==> config.mk <==
export PLATFORM = sky130hd
export DESIGN_NAME = fetch_ctrl
export DESIGN_NICKNAME = d
export VERILOG_FILES = /design/src/rtl/fetch_ctrl_pkg.sv /design/src/rtl/fetch_ctrl_sat_counter.sv /design/src/rtl/fetch_ctrl.sv
export SDC_FILE = /design/constraint.sdc
export NUM_CORES = 1
export LEC_CHECK = 0
export ABC_AREA = 1
export ABC_CLOCK_PERIOD_IN_PS = 5500
export CORE_MARGIN = 4
export CORE_UTILIZATION = 54
export DETAILED_ROUTE_END_ITERATION = 6
export PLACE_DENSITY_LB_ADDON = 0.3
export SETUP_SLACK_MARGIN = 0.2
export SYNTH_ARGS = -nofsm -noshare
export SYNTH_HDL_FRONTEND = slang
export SYNTH_HIERARCHICAL = 1
export SYNTH_SLANG_ARGS = --single-unit
==> constraint.sdc <==
create_clock -name clk -period 5.5 [get_ports clk]
set_input_delay 0.55 -clock clk [delete_from_list [all_inputs] [get_ports clk]]
set_output_delay 0.55 -clock clk [all_outputs]
set_load 0.05 [all_outputs]
==> src/rtl/fetch_ctrl_pkg.sv <==
// Shared types and constants for the fetch-stage control slice.
package fetch_pkg;

  localparam int XLEN = 32;
  localparam logic [XLEN-1:0] RESET_VEC_DEFAULT = 32'h0000_0000;

  typedef enum logic [1:0] {
    S_BOOT,
    S_RUN,
    S_REDIR
  } fetch_state_e;

endpackage

==> src/rtl/fetch_ctrl_sat_counter.sv <==
// Saturating up-counter used for the fetch performance statistics.
module sat_counter #(
  parameter int W = 16
) (
  input  logic         clk,
  input  logic         rst_n,
  input  logic         inc,
  output logic [W-1:0] count
);

  // Holds at all-ones instead of wrapping so long stalls never read as small.
  always_ff @(posedge clk or negedge rst_n) begin
    if (!rst_n) begin
      count <= '0;
    end else if (inc && (count != '1)) begin
      count <= count + W'(1);
    end
  end

endmodule

==> src/rtl/fetch_ctrl.sv <==
// Fetch-stage sequencer: drives the PC register, the IMEM request and the
// IF/ID and ID/EX hold/flush controls from IMEM wait, load-use and branches.
module fetch_ctrl
  import fetch_pkg::*;
#(
  parameter logic [XLEN-1:0] RESET_VEC = RESET_VEC_DEFAULT,
  parameter int              CNT_W     = 16
) (
  input  logic             clk,
  input  logic             rst_n,
  input  logic             imem_ready,
  input  logic             load_use_stall,
  input  logic             br_taken,
  input  logic [XLEN-1:0]  br_target,
  output logic             imem_req,
  output logic             pc_src,
  output logic             pc_en_n,
  output logic [XLEN-1:0]  pcj,
  output logic             ifid_en_n,
  output logic             ifid_flush,
  output logic             idex_flush,
  output logic [CNT_W-1:0] stall_cnt,
  output logic [CNT_W-1:0] flush_cnt
);

  fetch_state_e    state_q, state_d;
  logic [XLEN-1:0] tgt_q, tgt_d;
  logic            stall_inc, flush_inc;

  always_ff @(posedge clk or negedge rst_n) begin
    if (!rst_n) begin
      state_q <= S_BOOT;
      tgt_q   <= '0;
    end else begin
      state_q <= state_d;
      tgt_q   <= tgt_d;
    end
  end

  // Defaults are the safe "hold everything, flush both stages" values, which
  // are also what the pipeline sees while rst_n is low.
  always_comb begin
    imem_req   = 1'b0;
    pc_src     = 1'b0;
    pc_en_n    = 1'b1;
    pcj        = '0;
    ifid_en_n  = 1'b1;
    ifid_flush = 1'b1;
    idex_flush = 1'b1;
    stall_inc  = 1'b0;
    flush_inc  = 1'b0;
    state_d    = state_q;
    tgt_d      = tgt_q;
    if (rst_n) begin
      case (state_q)
        S_BOOT: begin
          pc_src  = 1'b1;
          pcj     = RESET_VEC;
          pc_en_n = 1'b0;
          state_d = S_RUN;
        end
        S_RUN: begin
          imem_req = 1'b1;
          pcj      = br_target;
          if (br_taken) begin
            if (imem_ready) begin
              pc_src    = 1'b1;
              pc_en_n   = 1'b0;
              flush_inc = 1'b1;
            end else begin
              // Request still outstanding: park the target until IMEM answers.
              tgt_d   = br_target;
              state_d = S_REDIR;
            end
          end else if (load_use_stall) begin
            ifid_flush = 1'b0;
            stall_inc  = 1'b1;
          end else if (!imem_ready) begin
            idex_flush = 1'b0;
            stall_inc  = 1'b1;
          end else begin
            pc_en_n    = 1'b0;
            ifid_en_n  = 1'b0;
            ifid_flush = 1'b0;
            idex_flush = 1'b0;
          end
        end
        S_REDIR: begin
          imem_req   = 1'b1;
          pcj        = tgt_q;
          idex_flush = 1'b0;
          if (br_taken) begin
            tgt_d = br_target;
          end
          if (imem_ready) begin
            pc_src    = 1'b1;
            pc_en_n   = 1'b0;
            flush_inc = 1'b1;
            state_d   = S_RUN;
          end else begin
            stall_inc = 1'b1;
          end
        end
        default: state_d = S_BOOT;
      endcase
    end
  end

  sat_counter #(.W(CNT_W)) u_stall_cnt (
    .clk   (clk),
    .rst_n (rst_n),
    .inc   (stall_inc),
    .count (stall_cnt)
  );

  sat_counter #(.W(CNT_W)) u_flush_cnt (
    .clk   (clk),
    .rst_n (rst_n),
    .inc   (flush_inc),
    .count (flush_cnt)
  );

endmodule

==> results.sh <==
export IMPL_outcome="finished, final reports clean"
export IMPL_start_util=0.559
export IMPL_clk_path_buf_depth=2
export IMPL_setup_violations=0
export IMPL_synth_seq_cells=66
export IMPL_worstMarginPinSlew_ns=1.26
export IMPL_diodes=0
export IMPL_synthArstFlopShare=1.00
export IMPL_synth_top_cells_by_count="nand2_1, dfrtp_1, inv_1, nand4_1, a21oi_1"
export IMPL_grt_max_degree=53
export IMPL_min_path_type="in -> async"
export IMPL_power_density_mw_per_mm2=437
export IMPL_critPathSlowestCell="clkdlybuf4s50_1"
export IMPL_ctsRootBufferMaster="clkbuf_8"
export IMPL_synth_nets=659
export IMPL_via_per_inst=5.33
export IMPL_ff2ff_path_depth=10
export IMPL_yosys_area_top_type="dfrtp_1"
export IMPL_fillers=667
export IMPL_yosysSeqAreaShare=0.381
export IMPL_end_kind="output pin"
export IMPL_wl_per_cell_um=13.3
export IMPL_arrival_ns=3.15
export IMPL_fmax_ghz=0.270
export IMPL_post_cts_repair_setup_buffers=0
export IMPL_netlist_instances=614
export IMPL_final_setup_tns_ns=0
export IMPL_cts_tree="done"
export IMPL_path_class="in -> out"
export IMPL_ir_drop_v=0.000265
export IMPL_postRouteWirelength_mm=10.8
export IMPL_boundaryPins=107
export IMPL_gp_congestion=0.898
export IMPL_drtAntennaViolNets=0
export IMPL_synth_top_area_frac=0.381
export IMPL_cts_sinks=66
export IMPL_reg2reg_from="state_q[0]"
export IMPL_htree_levels=3
export IMPL_fp_coreArea_mm2=0.00777
export IMPL_place_area_mm2=0.00530
export IMPL_detailed_place_hpwl_mm=7.66
export IMPL_ys_types=28
export IMPL_die_width_um=97.7
export IMPL_rsz0062_at_grt="no"
export IMPL_rr_endpoint="u_stall_cnt/count[5]"
export IMPL_hold_viol_final=0
export IMPL_max_stage_delay_ns=0.87
export IMPL_fin_crit_sh=0.672
export IMPL_grt_overflow=0
export IMPL_clkTransAtPathRegs_ns=0.07
export IMPL_postSynthAreaPerCell_um2=7.07
export IMPL_num_vias=4324
export IMPL_synthTopCellsByArea="dfrtp_1, nand2_1, nand4_1"
export IMPL_drt_pre_antenna_iters=5
export IMPL_cts_made_buffers=9
export IMPL_finish_utilization=0.708
export IMPL_p_leak_nw=2.47
export IMPL_cts_hold_buf=0
export IMPL_fin_area_mm2=0.00550
export IMPL_finalClockSkew_ns=0.00639
export IMPL_worst_path_max_fanout=50
export IMPL_crit_required_ns=4.95
export IMPL_die_y_um=97.7
export IMPL_cts_repair_resized=0
export IMPL_path_cells="buf_4, nand2_1, a21oi_1, clkdlybuf4s50_1"
export IMPL_row_count=32
export IMPL_synth_most_common_cell="nand2_1"
export IMPL_drc=0
export IMPL_syn_area_mm2=0.00434
export IMPL_first_iter_violations=252
export IMPL_grt_pass1_wl_mm=18.3
export IMPL_final_layout_size_suffix_gt1_frac=0.0845
export IMPL_crit_start="rst_n"
export IMPL_start_kind="primary input"
export IMPL_r2r_setup_slack_ns=2.24
export IMPL_antenna_found_initial=0
export IMPL_ys_flop_type="dfrtp_1"
export IMPL_slew_viol_final=0
export IMPL_gr_usage_all_layers=0.225
export IMPL_portBuffers=106
export IMPL_ys_warn_count=6
export IMPL_max_slew_margin_rel=0.163
export IMPL_area_growth_syn_to_layout_pct=26.7
export IMPL_layout_nets=750
export IMPL_fin_crit_ns=3.70
export IMPL_dieArea_mm2=0.00954
export IMPL_grt_pass1_vias=4013
export IMPL_maxCapViolCount=0
export IMPL_clk_latency_ns=0.33
export IMPL_synth_edf_count=0
-- how the worst max path moves through the flow --
stage,endpoint,cells past startpoint
2_1_floorplan,pcj[10],6
3_5_place_dp,u_stall_cnt/count[3],9
4_1_cts,pcj[21],4
3_3_place_gp,u_stall_cnt/count[3],9
6_report,pcj[17],4
5_1_grt,pcj[10],4
-- stage by stage --
stage          hold WS (ns)  instances  worst slack (ns)  power [W]
2_1_floorplan         0.254        614              3.04    0.00171
3_3_place_gp          0.454        796              1.88    0.00198
3_5_place_dp          0.459        796              1.68    0.00201
4_1_cts               0.258        812              1.74    0.00242
5_1_grt               0.287        812              1.54    0.00257
6_report              0.235        812              1.80    0.00240
-- power by group --
part | leakage [nW] | internal [W] | switching, W
sequential | 0.835 | 0.000642 | 0.000133
combinational | 1.53 | 0.000377 | 0.000849
clock | 0.106 | 0.000225 | 0.000177
total | 2.47 | 0.00124 | 0.00116
-- sequential cells by signal, indices dropped and copies added, names as in the netlist --
| name | flops |
|---|---|
| tgt_q | 32 |
| u_stall_cnt/count | 16 |
| state_q | 2 |
| u_flush_cnt/count | 16 |
-- cell type report --
type,instances,area [um2],area share
well taps,102,128,0.0232
multi-input cells,474,2280,0.414
clock inverters,1,5.00,0.000910
flip-flops and latches,66,1650,0.300
clock buffers,15,196,0.0357
inverters,47,176,0.0321
repair buffers,107,1070,0.194
-- layer usage --
layer  vias up  share of wire  track usage
met5         -              0            0
met3         7          0.051       0.0352
met1      2049           0.44        0.294
li1       2140              -            -
met4         0         0.0066       0.0501
met2       128           0.50        0.394
-- kinds of logic (layout without fill, tap and decap cells) --
group           after synthesis  after routing  share of synthesized area
compound gates               50             50                     0.0611
xor+xnor                      9              9                     0.0182
fa+ha+maj                     8              8                     0.0231
buf+inv                      74            170                     0.0951
flops                        66             66                      0.381
simple gates                407            407                      0.422
-- worst max-delay path: cells and delay by family --
kind / cells / cell delay (ns)
buffers and inverters: 2 / 1.36
and+or+nand+nor: 1 / 0.81
AOI/OAI and AO/OA: 1 / 0.38
-- layout by cell type (no fill, tap or decap) --
master	netlist	layout
nand2_4	2	2
clkbuf_8	6	14
nand2_1	269	269
nand3b_1	3	3
o21ai_0	9	9
clkdlybuf4s50_1	0	105
o21ai_2	4	4
xor2_1	3	3
o21ai_1	1	1
nand4_4	1	1
buf_4	0	2
nand3_1	24	24
dfrtp_1	66	66
inv_1	44	44
nand3_4	1	1
a21oi_1	36	36
clkbuf_1	6	1
clkinv_2	0	1
nor3_1	1	1
nor2_2	9	9
nor2_4	5	5
inv_2	3	3
xnor2_1	6	6
ha_1	8	8
nand4_1	44	44
nand2_2	18	18
nor2_1	30	30
Power figures use the tool's default switching activity.
